--- src/rtl/drone_pkg.sv ---
// Shared types and constants for the quad motor mixer.
package drone_pkg;

    localparam int unsigned SPEED_W = 16;
    localparam int unsigned IN_W    = 16;
    localparam int unsigned MIX_W   = 19;

    typedef enum logic [2:0] {
        IDLE = 3'd0,
        MIX  = 3'd1,
        SAT  = 3'd2,
        DISP = 3'd3,
        DONE = 3'd4
    } mixer_state_t;

    // X-frame sign table, {P,R,Y} per motor, 1 = subtract that correction
    localparam logic [2:0] SIGN_M1 = 3'b111;  // B-P-R-Y
    localparam logic [2:0] SIGN_M2 = 3'b100;  // B-P+R+Y
    localparam logic [2:0] SIGN_M3 = 3'b010;  // B+P-R+Y
    localparam logic [2:0] SIGN_M4 = 3'b001;  // B+P+R-Y

    localparam logic [11:0] SIGN_TABLE = {SIGN_M4, SIGN_M3, SIGN_M2, SIGN_M1};

    // Sign bits for motor index 0..3 (M1..M4)
    function automatic logic [2:0] motor_sign(input int unsigned m);
        return SIGN_TABLE[3*m +: 3];
    endfunction

    // Sign-extend a 16-bit correction into the mixing width
    function automatic logic signed [MIX_W-1:0] sext_corr(input logic [IN_W-1:0] c);
        return {{(MIX_W-IN_W){c[IN_W-1]}}, c};
    endfunction

endpackage

--- src/rtl/mix_saturate.sv ---
// One motor lane: registered signed mix sum, then clamp into a registered speed word.
module mix_saturate #(
    parameter int unsigned OUT_W        = 16,
    parameter logic [2:0]  SIGN         = 3'b000,
    parameter int unsigned MAX_OUT      = 65535,
    parameter int unsigned MIN_OUT      = 256,
    parameter int unsigned FAILSAFE_OUT = 0
) (
    input  logic              clk,
    input  logic              reset,
    input  logic              sum_en,
    input  logic              sat_en,
    input  logic [15:0]       base,
    input  logic [15:0]       corr_p,
    input  logic [15:0]       corr_r,
    input  logic [15:0]       corr_y,
    input  logic              armed,
    input  logic              force_fs,
    output logic [OUT_W-1:0]  speed
);
    import drone_pkg::*;

    localparam logic signed [MIX_W-1:0] MAX_S = MIX_W'(MAX_OUT);
    localparam logic signed [MIX_W-1:0] MIN_S = MIX_W'(MIN_OUT);

    logic signed [MIX_W-1:0] b_ext;
    logic signed [MIX_W-1:0] p_t;
    logic signed [MIX_W-1:0] r_t;
    logic signed [MIX_W-1:0] y_t;
    logic signed [MIX_W-1:0] sum_d;
    logic signed [MIX_W-1:0] sum_q;
    logic [OUT_W-1:0]        speed_d;
    logic [OUT_W-1:0]        speed_q;

    // Signed four-term mix, captured only while the FSM is in MIX
    always_comb begin
        b_ext = {{(MIX_W-IN_W){1'b0}}, base};
        p_t   = SIGN[2] ? -sext_corr(corr_p) : sext_corr(corr_p);
        r_t   = SIGN[1] ? -sext_corr(corr_r) : sext_corr(corr_r);
        y_t   = SIGN[0] ? -sext_corr(corr_y) : sext_corr(corr_y);
        sum_d = sum_q;
        if (sum_en) begin
            sum_d = b_ext + p_t + r_t + y_t;
        end
    end

    // Clamp/override, captured only while the FSM is in SAT
    always_comb begin
        speed_d = speed_q;
        if (sat_en) begin
            if (force_fs) begin
                speed_d = OUT_W'(FAILSAFE_OUT);
            end else if (!armed) begin
                speed_d = '0;
            end else if (sum_q > MAX_S) begin
                speed_d = OUT_W'(MAX_OUT);
            end else if (sum_q < MIN_S) begin
                speed_d = OUT_W'(MIN_OUT);
            end else begin
                speed_d = sum_q[OUT_W-1:0];
            end
        end
    end

    // Lane registers
    always_ff @(posedge clk) begin
        if (reset) begin
            sum_q   <= '0;
            speed_q <= '0;
        end else begin
            sum_q   <= sum_d;
            speed_q <= speed_d;
        end
    end

    assign speed = speed_q;

endmodule

--- src/rtl/quad_motor_mixer.sv ---
// Quad X-frame mixer: frame accept, per-motor mix/clamp, PWM dispatch,
// arming follow-up frame and loss-of-command failsafe.
module quad_motor_mixer #(
    parameter int unsigned SPEED_W      = drone_pkg::SPEED_W,
    parameter int unsigned MAX_OUT      = 65535,
    parameter int unsigned MIN_OUT      = 256,
    parameter int unsigned FAILSAFE_OUT = 0,
    parameter int unsigned TIMEOUT_CYC  = 2500000,
    parameter int unsigned BUSY_TMO     = 65535
) (
    input  logic                 clk,
    input  logic                 reset,
    input  logic                 arm,
    input  logic                 mix_valid,
    output logic                 mix_ready,
    input  logic [15:0]          base,
    input  logic [15:0]          corr_pitch,
    input  logic [15:0]          corr_roll,
    input  logic [15:0]          corr_yaw,
    output logic [4*SPEED_W-1:0] pwm_speed,
    output logic [3:0]           pwm_oe,
    input  logic [3:0]           pwm_busy,
    output logic                 frame_done,
    output logic                 failsafe,
    output logic                 overrun,
    output logic [3:0]           busy_fault
);
    import drone_pkg::*;

    localparam int unsigned WD_W = $clog2(TIMEOUT_CYC + 1);
    localparam int unsigned BT_W = $clog2(BUSY_TMO + 1);

    mixer_state_t     state_q, state_d;
    logic [1:0]       ch_q, ch_d;
    logic [BT_W-1:0]  bt_q, bt_d;
    logic [WD_W-1:0]  wd_q, wd_d;
    logic [15:0]      base_q, base_d;
    logic [15:0]      p_q, p_d;
    logic [15:0]      r_q, r_d;
    logic [15:0]      y_q, y_d;
    logic             armed_q, armed_d;
    logic             force_q, force_d;
    logic             failsafe_q, failsafe_d;
    logic             overrun_q, overrun_d;
    logic             disarm_pend_q, disarm_pend_d;
    logic             arm_prev_q, arm_prev_d;
    logic [3:0]       busy_fault_q, busy_fault_d;

    logic open_st;
    logic accept;
    logic wd_expired;
    logic arm_fall;
    logic advance;

    // Handshake and event decode
    always_comb begin
        // DONE doubles as an accept slot so mix_ready rises together with frame_done
        open_st    = (state_q == IDLE) || (state_q == DONE);
        mix_ready  = open_st && !disarm_pend_q;
        accept     = mix_valid && mix_ready;
        wd_expired = (wd_q == WD_W'(TIMEOUT_CYC));
        arm_fall   = arm_prev_q && !arm;
        frame_done = (state_q == DONE);
    end

    // Watchdog: runs only while armed, holds at expiry, cleared by an accepted frame
    always_comb begin
        wd_d = wd_q;
        if (accept) begin
            wd_d = '0;
        end else if (arm && !wd_expired) begin
            wd_d = wd_q + WD_W'(1);
        end
    end

    // Frame FSM, dispatch and sticky status flags
    always_comb begin
        state_d       = state_q;
        ch_d          = ch_q;
        bt_d          = bt_q;
        base_d        = base_q;
        p_d           = p_q;
        r_d           = r_q;
        y_d           = y_q;
        armed_d       = armed_q;
        force_d       = force_q;
        failsafe_d    = failsafe_q;
        overrun_d     = overrun_q | (mix_valid & ~mix_ready);
        busy_fault_d  = busy_fault_q;
        disarm_pend_d = disarm_pend_q | arm_fall;
        arm_prev_d    = arm;
        pwm_oe        = '0;
        advance       = 1'b0;

        case (state_q)
            IDLE, DONE: begin
                state_d = IDLE;
                // Self-issued frames take priority; a pending disarm also holds mix_ready low
                if (disarm_pend_q) begin
                    base_d        = '0;
                    p_d           = '0;
                    r_d           = '0;
                    y_d           = '0;
                    armed_d       = 1'b0;
                    force_d       = 1'b0;
                    disarm_pend_d = arm_fall;
                    state_d       = MIX;
                end else if (accept) begin
                    base_d     = base;
                    p_d        = corr_pitch;
                    r_d        = corr_roll;
                    y_d        = corr_yaw;
                    armed_d    = arm;
                    force_d    = 1'b0;
                    failsafe_d = 1'b0;
                    state_d    = MIX;
                end else if (wd_expired && !failsafe_q) begin
                    base_d     = '0;
                    p_d        = '0;
                    r_d        = '0;
                    y_d        = '0;
                    armed_d    = arm;
                    force_d    = 1'b1;
                    failsafe_d = 1'b1;
                    state_d    = MIX;
                end
            end
            MIX: begin
                state_d = SAT;
            end
            SAT: begin
                ch_d    = '0;
                bt_d    = '0;
                state_d = DISP;
            end
            DISP: begin
                if (!pwm_busy[ch_q]) begin
                    pwm_oe[ch_q] = 1'b1;
                    advance      = 1'b1;
                end else if (bt_q == BT_W'(BUSY_TMO - 1)) begin
                    busy_fault_d[ch_q] = 1'b1;
                    advance            = 1'b1;
                end else begin
                    bt_d = bt_q + BT_W'(1);
                end
                if (advance) begin
                    bt_d = '0;
                    if (ch_q == 2'd3) begin
                        state_d = DONE;
                    end else begin
                        ch_d = ch_q + 2'd1;
                    end
                end
            end
            default: begin
                state_d = IDLE;
            end
        endcase

        // The load strobe must not escape in the cycle reset aborts a frame
        if (reset) begin
            pwm_oe = '0;
        end
    end

    // Control and frame registers
    always_ff @(posedge clk) begin
        if (reset) begin
            state_q       <= IDLE;
            ch_q          <= '0;
            bt_q          <= '0;
            wd_q          <= '0;
            base_q        <= '0;
            p_q           <= '0;
            r_q           <= '0;
            y_q           <= '0;
            armed_q       <= 1'b0;
            force_q       <= 1'b0;
            failsafe_q    <= 1'b0;
            overrun_q     <= 1'b0;
            disarm_pend_q <= 1'b0;
            arm_prev_q    <= 1'b0;
            busy_fault_q  <= '0;
        end else begin
            state_q       <= state_d;
            ch_q          <= ch_d;
            bt_q          <= bt_d;
            wd_q          <= wd_d;
            base_q        <= base_d;
            p_q           <= p_d;
            r_q           <= r_d;
            y_q           <= y_d;
            armed_q       <= armed_d;
            force_q       <= force_d;
            failsafe_q    <= failsafe_d;
            overrun_q     <= overrun_d;
            disarm_pend_q <= disarm_pend_d;
            arm_prev_q    <= arm_prev_d;
            busy_fault_q  <= busy_fault_d;
        end
    end

    for (genvar m = 0; m < 4; m++) begin : g_motor
        mix_saturate #(
            .OUT_W        (SPEED_W),
            .SIGN         (motor_sign(m)),
            .MAX_OUT      (MAX_OUT),
            .MIN_OUT      (MIN_OUT),
            .FAILSAFE_OUT (FAILSAFE_OUT)
        ) u_mix (
            .clk      (clk),
            .reset    (reset),
            .sum_en   (state_q == MIX),
            .sat_en   (state_q == SAT),
            .base     (base_q),
            .corr_p   (p_q),
            .corr_r   (r_q),
            .corr_y   (y_q),
            .armed    (armed_q),
            .force_fs (force_q),
            .speed    (pwm_speed[m*SPEED_W +: SPEED_W])
        );
    end

    assign failsafe   = failsafe_q;
    assign overrun    = overrun_q;
    assign busy_fault = busy_fault_q;

endmodule

--- config.mk ---
export PLATFORM = sky130hd
export DESIGN_NAME = quad_motor_mixer
export DESIGN_NICKNAME = d
export VERILOG_FILES = /design/src/rtl/drone_pkg.sv /design/src/rtl/mix_saturate.sv /design/src/rtl/quad_motor_mixer.sv
export SDC_FILE = /design/constraint.sdc
export NUM_CORES = 1
export LEC_CHECK = 0
export ABC_CLOCK_PERIOD_IN_PS = 9480
export CAP_MARGIN = 20
export CORE_ASPECT_RATIO = 1.5
export CORE_MARGIN = 2
export CORE_UTILIZATION = 50
export CTS_CLUSTER_SIZE = 10
export DETAILED_ROUTE_END_ITERATION = 12
export PLACE_DENSITY = 0.83
export SYNTH_ARGS = -nofsm -noshare
export SYNTH_HDL_FRONTEND = slang
export SYNTH_SLANG_ARGS = --single-unit
--- constraint.sdc ---
create_clock -name clk -period 9.48 [get_ports clk]
set_input_delay 1.896 -clock clk [delete_from_list [all_inputs] [get_ports clk]]
set_output_delay 1.896 -clock clk [all_outputs]
set_load 0.005 [all_outputs]
# Word-level counts from Yosys, hierarchy flattened
# Index checks and enable logic that the tools add are counted.
[totals]
out_inout_bits = 76
wordCells = 146
input_bits = 72
register_bits = 257
[classes]
n_addsub = 16
magnitude_cmp = 10
n_mux = 56
n_eq_ne = 12
bitwise_logic = 6
n_reduce_logical = 23
[ops]
columns = ["op", "n"]
rows = [
  ["16-bit 2-to-1 mux", 28],
  ["19-bit by 17-bit greater-than comparator with 1-bit output (second input constant)", 4],
  ["19-bit by 10-bit less-than comparator with 1-bit output (second input constant)", 4],
  ["19-bit by 16-bit adder with 19-bit output", 3],
  ["19-bit adder", 3],
  ["16-bit negator with 19-bit output", 3],
  ["16-bit case mux with 2 select lines", 1],
  ["22-bit by 1-bit adder with 22-bit output (second input constant)", 1],
  ["22-bit equality test (second input constant)", 1],
  ["17-bit by 19-bit adder with 19-bit output", 1],
  ["18-bit by 16-bit adder with 19-bit output", 1],
  ["18-bit by 19-bit adder with 19-bit output", 1],
  ["17-bit by 16-bit adder with 18-bit output", 1],
  ["16-bit by 1-bit adder with 16-bit output (second input constant)", 1],
  ["16-bit equality test (second input constant)", 1],
  ["1-bit 2-to-1 mux", 16],
  ["4-bit 2-to-1 mux", 3],
  ["3-bit case mux with 4 select lines", 1],
  ["3-bit AND reduction", 4],
  ["3-bit by 2-bit equality test with 1-bit output (second input constant)", 2],
  ["1-bit logical AND", 6],
  ["3-bit 2-to-1 mux", 2],
  ["2-bit != test (second input constant)", 3],
  ["3-bit != test (second input constant)", 2],
  ["other kinds (21)", 30],
]

# Depth between registers and ports, before layout
# Gate-level depths: netlist (run 1).
[logic_depth]
depth_word = 7
ltp_mapped = 24
ltp_nobuf = 24

# By module
# Synthesis (run 1) repeated with hierarchy kept, for this count alone.
[hier_totals]
hier_cells = 2055
hier_area_um2 = 17699.5
[by_module_without_submodules]
columns = ["mod", "instances", "area_each_um2", "seq_area_each_um2", "cells_per_inst"]
rows = [
  ["mix_saturate at g_motor[2].u_mix ...", 2, 3180.6, 700.7, 384],
  ["quad_motor_mixer", 1, 4704.5, 2342.2, 476],
  ["mix_saturate at g_motor[0].u_mix", 1, 3335.7, 700.7, 414],
  ["mix_saturate at g_motor[1].u_mix", 1, 3298.2, 700.7, 397],
]

# Worst setup path before layout (run 1)
# No wires, ideal clock.
[synth_path]
path_type = "input -> output"
startpoint = "input pwm_busy[3]"
endpoint = "output pwm_oe[0]"
required_ps = 7584
cell_stages = 3
setup_slack_ps = 4813
arrival_ps = 2771
n_path_buf = 0
cell_sequence = "mux4_2 -> nor3_1 -> and2_1"
[synth_via]
elab_chain_len = 5
[synth_lines]
columns = ["element", "line", "source"]
rows = [
  ["start: declaration", "quad_motor_mixer.sv:22", "input logic [3:0] pwm_busy,"],
  ["1-bit binary-select mux with 2-bit select", "quad_motor_mixer.sv:137", "if (!pwm_busy[ch_q]) begin"],
  ["1-bit 2-to-1 mux (not written as such)", "quad_motor_mixer.sv:137", ""],
  ["4-bit 2-to-1 mux", "quad_motor_mixer.sv:137", ""],
  ["4-bit 2-to-1 mux", "quad_motor_mixer.sv:95", "case (state_q)"],
  ["4-bit 2-to-1 mux", "quad_motor_mixer.sv:161", "if (reset) begin"],
  ["end: declaration", "quad_motor_mixer.sv:21", "output logic [3:0] pwm_oe,"],
]
# Every way passes these cells. The select of a mux whose other input is x is not followed.

# Final worst setup path (run 1)
[layout_path]
startpoint = "input pwm_busy[2]"
endpoint = "output pwm_oe[0]"
# The elaborated chain is that of the path after synthesis.

==> results of run 1 <==
per-layer routing:
| layer | global-route usage | up-vias | share of wire |
|---|---|---|---|
| met1 | 0.3038 | 7078 | 0.43 |
| met5 | 0 | - | 0 |
| met2 | 0.4146 | 480 | 0.48 |
| li1 | - | 7323 | - |
| met4 | 0.1031 | 0 | 0.038 |
| met3 | 0.02503 | 95 | 0.053 |
worst max-delay path, stage by stage:
cell             delay (ps)
clkdlybuf4s50_1         420
mux4_2                  490
nor3_1                  280
and2_1                  180
clkdlybuf4s50_1         500
flip-flops by register name (all words and copies together), names as in the netlist, 2 cells and up:
register and count:
r_q 16, state_q 3, y_q 16, p_q 16, wd_q 22, g_motor.u_mix.speed 64, busy_fault 4, bt_q 16
base_q 16, ch_q 2, g_motor.u_mix.sum_q 74
synthesized netlist by cell type (28+ instances only):
cell type and number:
nand3_1 29, dfxtp_1 255, nor2_1 300, inv_1 210, ha_1 113, xor2_1 28, fa_1 76, nand2_1 172
nor3_1 51, o21ai_0 85, nor2b_1 36, a22oi_1 69, a21oi_1 237, xnor2_1 95, clkbuf_1 82
placed cells by master, fill, tap and decap left out, types with 6 or more instances in the layout:
master and instances:
xnor2_1 95, a21oi_1 237, nor4b_1 6, nor4_1 14, o21a_1 9, or2_2 7, nor2_1 300, o21bai_1 9
and2_1 9, nand2_1 171, a31oi_1 14, nand2b_1 10, o211ai_1 6, a311oi_1 6, a211o_1 7, o21ai_0 85
a21o_1 20, inv_1 210, or3_1 19, nor3_1 51, ha_1 113, o31ai_1 7, nand4_1 17, a211oi_1 19
nand3_1 29, buf_4 10, clkbuf_16 29, nor2b_1 36, fa_1 76, xor2_1 28, a22oi_1 69, dfxtp_1 255
and3_1 13, clkdlybuf4s50_1 146
kinds of logic after synthesis:
group / after synthesis / share of synthesized area
and+or+nand+nor: 712 / 0.1937
AOI/OAI and AO/OA: 521 / 0.1887
buffers and inverters: 306 / 0.06859
DFF: 255 / 0.3032
adders and majority gates: 189 / 0.1743
xor gates and xnor gates: 126 / 0.06763
muxes: 5 / 0.003790
worst max-delay path by stage:
| stage | end | depth (start not counted) | start | slack, ps |
|---|---|---|---|---|
| detailed placement | pwm_oe[0] | 5 | pwm_busy[2] | 3810 |
| finish | pwm_oe[0] | 5 | pwm_busy[2] | 3830 |
| CTS | pwm_oe[0] | 5 | pwm_busy[0] | 3820 |
| global placement | pwm_oe[0] | 5 | pwm_busy[3] | 3880 |
| global route | g_motor[2].u_mix.sum_q[17] | 17 | r_q[2] | 3600 |
| floorplan | pwm_oe[0] | 3 | pwm_busy[3] | 4810 |
power groups by stage:
stage	clock (mW)	combinational [mW]	sequential [mW]
CTS	0.985	4.54	1.37
floorplan	0	3.41	1.33
detailed placement	0	4.50	1.39
global placement	0	4.38	1.38
finish	0.972	4.61	1.37
global route	1.03	5.09	1.39
through the flow:
step / instances / hold slack (ps) / worst slack [ps]
final: 2631 / 447.3 / 3825
after global routing: 2631 / 473.0 / 3602
after CTS: 2630 / 451.8 / 3816
after detailed placement: 2595 / 446.2 / 3814
after global placement: 2594 / 440.5 / 3876
after floorplan: 2114 / 428.0 / 4813
final cells by class:
class,count,area (um^2),area share
Multi-Input combinational cell,1553,10600,0.5477
Sequential cell,255,5105,0.2639
Timing Repair Buffer,158,1568,0.08104
Inverter,210,788.3,0.04074
Clock buffer,34,744.5,0.03848
Tap cell,420,525.5,0.02716
Clock inverter,1,20.02,0.001035
==> results.sh, run 1 <==
export IMPL_detail_route_antenna_nets=0
export IMPL_worst_ir_drop_vdd_mv=0.2495
export IMPL_die_height_um=228.7
export IMPL_synth_seq_cells=255
export IMPL_first_pass_iters=7
export IMPL_r2r_slack_ps=4040
export IMPL_die_width_um=153.8
export IMPL_ios=148
export IMPL_wl_per_cell_um=16.57
export IMPL_avgSynthCellArea_um2=7.964
export IMPL_whs_path_depth=2
export IMPL_placed_area_mm2=0.01857
export IMPL_hp_class="reg -> reg"
export IMPL_start_kind="primary input"
export IMPL_drtIter0Drc=1182
export IMPL_clkTransAtPathRegs_ps=50
export IMPL_final_setup_viol_count=0
export IMPL_h_tree_depth=1
export IMPL_synth_top_area_cell="dfxtp_1"
export IMPL_final_cell_area_mm2=0.01935
export IMPL_rsz0062_at_grt="false"
export IMPL_cp_end_kind="output pin"
export IMPL_p_int_mw=3.625
export IMPL_ys_warnings_count=0
export IMPL_nNetsFinal=2468
export IMPL_tritoncts_num_buffers=29
export IMPL_drv_cap=0
export IMPL_path_class="in -> out"
export IMPL_syn_area_mm2=0.01684
export IMPL_initial_core_util=0.5049
export IMPL_synthArstFlopShare=0
export IMPL_r2r_cells=22
export IMPL_period_share=0.5965
export IMPL_drt_drc_violations_left=0
export IMPL_clockBufferDepth=3
export IMPL_postCtsSetupRepairBufs=0
export IMPL_synth_top_area_share=0.3032
export IMPL_cts_sinks=255
export IMPL_via_per_inst=5.692
export IMPL_ys_seq_area_frac=0.3032
export IMPL_synth_edf_count=0
export IMPL_slew_limit_headroom=0.2306
export IMPL_p_comb_frac=0.663
export IMPL_min_to="g_motor[0].u_mix.speed[12]"
export IMPL_port_buffers=147
export IMPL_core_mm2=0.03334
export IMPL_vias=14980
export IMPL_crit_fanout=4
export IMPL_area_growth_pct=14.91
export IMPL_period_minus_slack_ps=5655
export IMPL_clk_latency_ps=580
export IMPL_fp_row_count=82
export IMPL_arrival_ps=3760
export IMPL_grt_max_degree=91
export IMPL_final_setup_tns_ps=0
export IMPL_worstMarginPinSlew_ps=1149
export IMPL_nFillCells=2947
export IMPL_wirelength_um=43600
export IMPL_swShare=0.4789
export IMPL_ctsHoldBuffers=0
export IMPL_switchingPower_mw=3.331
export IMPL_grt_ovfl_total=0
export IMPL_grt_antenna_before_repair=0
export IMPL_hpwl_um=33470
export IMPL_status="completed"
export IMPL_p_leak_nw=7.955
export IMPL_cts_tree="yes"
export IMPL_power_mw=6.956
export IMPL_final_util=0.5802
export IMPL_grt_usage=0.2398
export IMPL_drv_slew=0
export IMPL_place_congestion=0.8951
export IMPL_clock_skew_ps=23.17
export IMPL_synthFlopType="dfxtp_1"
export IMPL_synth_cell_types=70
export IMPL_syn_num_nets=2375
export IMPL_p_clk_frac=0.140
export IMPL_grt_pass1_wl_um=70150
export IMPL_p_per_area_mw_per_mm2=359.5
export IMPL_die_area_mm2=0.03519
export IMPL_drive_gt1_frac=0.03211
export IMPL_r2r_end="g_motor[0].u_mix.sum_q[18]"
export IMPL_required_ps=7580
export IMPL_grt_pass1_vias=14320
export IMPL_synth_area_leaders="dfxtp_1 30%, fa_1 9.0%, ha_1 8.4%, a21oi_1 7.0%, nor2_1 6.7%"
export IMPL_min_delay_start="g_motor[0].u_mix.speed[12]"
export IMPL_hold_viol_final=0
export IMPL_seqPwrFrac=0.197
export IMPL_fmax_mhz=176.8
export IMPL_reg2reg_from="p_q[1]"
export IMPL_cts_resized_gates=0
export IMPL_cts_root_buf="clkbuf_16"
export IMPL_num_antenna_cells=0
export IMPL_synthCells=2114
Note: power is estimated with default switching activity, not from simulation.
==> run 2: changes to the inputs <==
Settings changed: ABC_CLOCK_PERIOD_IN_PS 9480 to 5000, PLACE_DENSITY 0.83 to 0.85.
Clock period 9.48 ns to 5 ns, I/O delays scaled along.
==> results.sh, run 2 (synthesis results as in run 1) <==
export IMPL_required_ps=5480
export IMPL_hpwl_um=34550
export IMPL_path_class="reg -> reg"
export IMPL_hold_viol_final=0
export IMPL_grt_pass1_vias=14750
export IMPL_largest_register="g_motor.u_mix.sum_q"
export IMPL_cts_root_buf="clkbuf_16"
export IMPL_arrival_ps=5300
export IMPL_cts_sinks=255
export IMPL_clock_skew_ps=19.18
export IMPL_fp_row_count=82
export IMPL_grt_max_degree=89
export IMPL_start_kind="flop"
export IMPL_h_tree_depth=1
export IMPL_period_minus_slack_ps=4818
export IMPL_die_area_mm2=0.03519
export IMPL_layout_commonest_cell="nor2_1"
export IMPL_p_comb_frac=0.674
export IMPL_drt_drc_violations_left=0
export IMPL_via_per_inst=5.736
export IMPL_p_per_area_mw_per_mm2=690.5
export IMPL_largest_register_ffs=74
export IMPL_crit_start="p_q[1]"
export IMPL_cts_tree="yes"
export IMPL_clkTransAtPathRegs_ps=60
export IMPL_vias=15180
export IMPL_wl_per_cell_um=16.96
export IMPL_crit_end="g_motor[3].u_mix.sum_q[18]"
export IMPL_seqPwrFrac=0.191
export IMPL_clk_latency_ps=570
export IMPL_fmax_mhz=207.5
export IMPL_tritoncts_num_buffers=29
export IMPL_rsz0062_at_grt="true"
export IMPL_grt_pass1_wl_um=72270
export IMPL_core_mm2=0.03334
export IMPL_swShare=0.4777
export IMPL_port_buffers=147
export IMPL_worst_ir_drop_vdd_mv=0.3669
export IMPL_initial_core_util=0.5049
export IMPL_drv_slew=0
export IMPL_r2r_slack_ps=180
export IMPL_detail_route_antenna_nets=0
export IMPL_nNetsFinal=2484
export IMPL_first_pass_iters=5
export IMPL_crit_fanout=5
export IMPL_final_setup_viol_count=0
export IMPL_hp_class="reg -> reg"
export IMPL_period_share=0.9636
export IMPL_wirelength_um=44890
export IMPL_ios=148
export IMPL_r2r_cells=20
export IMPL_fin_cells=2647
export IMPL_power_mw=13.56
export IMPL_worstMarginPinSlew_ps=1081
export IMPL_clockBufferDepth=3
export IMPL_dp_cells=2609
export IMPL_p_leak_nw=8.085
export IMPL_slew_limit_headroom=0.2766
export IMPL_cp_end_kind="flop"
export IMPL_status="completed"
export IMPL_drv_cap=0
export IMPL_nFillCells=2890
export IMPL_grt_ovfl_total=0
export IMPL_place_congestion=0.9440
export IMPL_area_growth_pct=16.68
export IMPL_p_clk_frac=0.135
export IMPL_drtIter0Drc=1090
export IMPL_die_width_um=153.8
export IMPL_switchingPower_mw=6.480
export IMPL_p_int_mw=7.085
export IMPL_drive_gt1_frac=0.05121
export IMPL_r2r_end="g_motor[3].u_mix.sum_q[18]"
export IMPL_grt_antenna_before_repair=1
export IMPL_die_height_um=228.7
export IMPL_grt_usage=0.2455
export IMPL_final_cell_mix="299 x nor2_1, 255 x dfxtp_1, 232 x a21oi_1"
export IMPL_reg2reg_from="p_q[1]"
run 2: cell count changes in the layout (fill, tap and decap cells not counted), sizes merged:
cell / delta
buf: +16
clkbuf: -1
diode: +1
run 2: through the flow:
stage | util | hold WS (ps) | setup WS (ps) | setup TNS, ps | area (um^2)
after floorplan | - | 428.0 | 406.3 | 0 | 16840
after global placement | 0.5596 | 438.8 | 145.4 | 0 | 18660
after detailed placement | 0.5598 | 445.7 | -13.11 | -13.11 | 18670
after CTS | 0.5832 | 452.2 | 76.90 | 0 | 19440
after global routing | 0.5891 | 464.2 | -77.28 | -214.1 | 19640
final | 0.5891 | 450.9 | 181.8 | 0 | 19640
run 2: power by group through the flow:
| stage | registers [mW] | logic [mW] | clock network [mW] |
|---|---|---|---|
| final | 2.59 | 9.15 | 1.83 |
| after floorplan | 2.53 | 6.46 | 0 |
| after global placement | 2.61 | 8.43 | 0 |
| after global routing | 2.63 | 10.1 | 1.94 |
| after detailed placement | 2.63 | 8.64 | 0 |
| after CTS | 2.58 | 8.72 | 1.86 |
run 2: cell type report:
cell class	count	area, um^2	share of cell area
diodes	1	2.502	0.0001274
clock buffers	33	750.7	0.03822
clock inverters	1	20.02	0.001019
inverters	210	788.3	0.04013
multi-input cells	1553	10750	0.5473
flip-flops and latches	255	5105	0.2599
well taps	420	525.5	0.02675
repair buffers	174	1700	0.08656
run 2: layer usage:
metal | track usage | routed length [um] | part of all wire
met4 | 0.1013 | 1860 | 0.041
met3 | 0.02730 | 2527 | 0.056
met2 | 0.4375 | 22140 | 0.49
met5 | 0 | 0 | 0
met1 | 0.3006 | 18360 | 0.41
run 2: critical path, cell delays in order (launching register included):
cell	delay, ps
dfxtp_1	410
inv_1	120
ha_1	320
nor2b_1	70
or3_1	340
a31oi_2	210
a21oi_1	130
a41o_1	310
nor2_1	100
o21bai_1	110
xnor2_2	180
fa_1	490
inv_1	40
ha_1	360
a21o_1	230
a21oi_2	200
o21ai_2	120
a21o_1	190
o41ai_1	310
xnor3_1	290
a211oi_2	200
run 2: worst min-delay path by stage:
stage                               startpoint                    endpoint  cells after the start
floorplan           g_motor[3].u_mix.sum_q[16]  g_motor[3].u_mix.sum_q[16]                      2
global placement    g_motor[3].u_mix.sum_q[16]  g_motor[3].u_mix.sum_q[16]                      2
detailed placement  g_motor[2].u_mix.sum_q[15]  g_motor[2].u_mix.sum_q[15]                      2
CTS                 g_motor[1].u_mix.speed[13]  g_motor[1].u_mix.speed[13]                      2
global route        g_motor[2].u_mix.speed[13]  g_motor[2].u_mix.speed[13]                      2
finish              g_motor[1].u_mix.speed[13]  g_motor[1].u_mix.speed[13]                      2
run 2: what timing repair did:
item,4_1_cts,5_1_grt
hold buffers,0,0
endpoints found under the setup margin,1,19
buffers inserted,0,1
pin swaps,0,7
gates resized for setup,2,32
==> run 3: changes to the inputs <==
Settings changed: ABC_CLOCK_PERIOD_IN_PS 5000 to 4160, REMOVE_ABC_BUFFERS from default to 1.
Clock period 5 ns to 4.16 ns, I/O delays scaled along.
==> results.sh, run 3 (synthesis results as in run 1) <==
export IMPL_status="finished with violations"
export IMPL_violations="negative setup slack"
export IMPL_layout_commonest_cell="buf_4"
export IMPL_rsz0062_at_grt="true"
export IMPL_cts_root_buf="clkbuf_16"
export IMPL_drv_cap=0
export IMPL_largest_register="g_motor.u_mix.sum_q"
export IMPL_clk_latency_ps=560
export IMPL_final_cell_mix="311 x buf_4, 292 x nor2_1, 252 x dfxtp_1"
export IMPL_core_mm2=0.03334
export IMPL_nNetsFinal=2787
export IMPL_cts_sinks=255
export IMPL_period_share=1.150
export IMPL_area_growth_pct=37.14
export IMPL_ios=148
export IMPL_grt_pass1_wl_um=82410
export IMPL_drive_gt1_frac=0.2316
export IMPL_die_area_mm2=0.03519
export IMPL_grt_max_degree=93
export IMPL_hpwl_um=37540
export IMPL_initial_core_util=0.5049
export IMPL_drt_drc_violations_left=0
export IMPL_fp_row_count=82
export IMPL_crit_chain="buf_4 -> inv_2 -> ha_4 -> fa_2 -> buf_4 -> buf_4 -> xor2_4 -> fa_1 -> inv_1 -> ha_1 -> a211oi_2 -> buf_4 -> o211ai_1 -> a31oi_1 -> o21bai_2 -> a2111oi_4 -> buf_4 -> o31ai_2 -> xnor2_1 -> nand2_1 -> a21oi_2"
export IMPL_arrival_ps=5270
export IMPL_place_congestion=0.9652
export IMPL_crit_fanout=3
export IMPL_grt_ovfl_total=0
export IMPL_worst_ir_drop_vdd_mv=0.7272
export IMPL_crit_family="compound AO/OA/AOI/OAI gates"
export IMPL_tritoncts_num_buffers=30
export IMPL_port_buffers=147
export IMPL_vias=17410
export IMPL_via_per_inst=5.890
export IMPL_whs_ps=450.5
export IMPL_p_per_area_mw_per_mm2=1027
export IMPL_die_width_um=153.8
export IMPL_wirelength_um=55510
export IMPL_clkTransAtPathRegs_ps=60
export IMPL_cts_tree="yes"
export IMPL_hp_class="reg -> reg"
export IMPL_final_setup_tns_ps=-11500
export IMPL_largest_register_ffs=74
export IMPL_fmax_mhz=209.1
export IMPL_drtIter0Drc=1543
export IMPL_layout_setup_ws_ps=-622.0
export IMPL_clockBufferDepth=3
export IMPL_final_setup_viol_count=39
export IMPL_num_antenna_cells=0
export IMPL_grt_antenna_before_repair=0
export IMPL_cp_end_kind="flop"
export IMPL_hold_viol_final=0
export IMPL_drv_slew=0
export IMPL_wl_per_cell_um=18.78
export IMPL_max_stage_delay_ps=530
export IMPL_clock_skew_ps=10.03
export IMPL_worstMarginPinSlew_ps=1180
export IMPL_crit_buf_inv=7
export IMPL_crit_path_frequent_cell="buf_4"
export IMPL_p_leak_nw=9.844
export IMPL_grt_usage=0.2836
export IMPL_die_height_um=228.7
export IMPL_required_ps=4650
export IMPL_grt_pass1_vias=17070
export IMPL_path_class="reg -> reg"
export IMPL_first_pass_iters=8
export IMPL_slew_limit_headroom=0.2107
export IMPL_period_minus_slack_ps=4782
export IMPL_start_kind="flop"
export IMPL_cpMaxStageDelayCell="a2111oi_4"
export IMPL_detail_route_antenna_nets=0
export IMPL_h_tree_depth=1
[run 3: changes by cell type in the layout (fill, tap and decap cells not counted), moves of 19 or more]
cell,change
buf_4,+286
a21oi_1,-35
a21oi_2,+27
ha_1,-24
ha_4,+22
o21ai_0,-19
[run 3: final timing paths]
path,start,end,slack [ps],depth (start not counted)
worst max-delay path,base_q[0],g_motor[0].u_mix.sum_q[18],-620,21
worst min-delay path,g_motor[0].u_mix.speed[13],g_motor[0].u_mix.speed[13],450,2
worst max register to register,base_q[0],g_motor[0].u_mix.sum_q[18],-620,21
worst min register to register,g_motor[0].u_mix.speed[13],g_motor[0].u_mix.speed[13],450,2
[run 3: what timing repair did]
item                                    4_1_cts  5_1_grt
gates resized for setup                     168      105
pin swaps                                   112       79
hold buffers                                  0        0
endpoints found under the setup margin       41       42
setup buffers                                33       20
gates cloned                                  0        0
[run 3: metal layers]
metal / up-vias / global-route usage / share of wire
li1: 7958 / - / -
met1: 8250 / 0.3078 / 0.36
met2: 897 / 0.5239 / 0.50
met3: 301 / 0.03356 / 0.062
met4: 0 / 0.1703 / 0.077
met5: - / 0 / 0
[run 3: per-stage QoR]
stage                     power [mW]    util  area, um^2  setup slack [ps]  std cells
after floorplan                10.71       -       16470            -448.7       2018
after global placement         15.91  0.6174       20590            -617.9       2865
after detailed placement       16.31  0.6174       20590            -776.5       2865
after CTS                      20.83  0.6735       22460            -364.3       2937
after global routing           24.82  0.6925       23090            -719.9       2955
final                          23.71  0.6925       23090            -622.0       2955
[run 3: layout make-up]
class | count | area [um^2]
clock buffers | 39 | 815.8
fillers | 2293 | 10250
inverters | 210 | 788.3
clock inverters | 2 | 10.01
well taps | 420 | 525.5
flip-flops and latches | 255 | 5109
repair buffers | 476 | 4019
multi-input cells | 1553 | 11820
[run 3: worst reg2reg max path, cell delays in order (launching register included)]
cell and delay (ps):
dfxtp_2 350, buf_4 120, inv_2 40, ha_4 170, fa_2 420, buf_4 140, buf_4 140, xor2_4 160
fa_1 510, inv_1 50, ha_1 320, a211oi_2 240, buf_4 150, o211ai_1 120, a31oi_1 320, o21bai_2 260
a2111oi_4 540, buf_4 190, o31ai_2 60, xnor2_1 170, nand2_1 90, a21oi_2 150
[run 3: power breakdown]
part / internal (mW) / switching, mW / leakage (nW) / total [mW]
Combinational: 8.76 / 9.53 / 7.37 / 18.3
Clock: 1.34 / 0.985 / 0.405 / 2.32
Sequential: 2.79 / 0.298 / 2.07 / 3.09
Total: 12.9 / 10.8 / 9.84 / 23.7
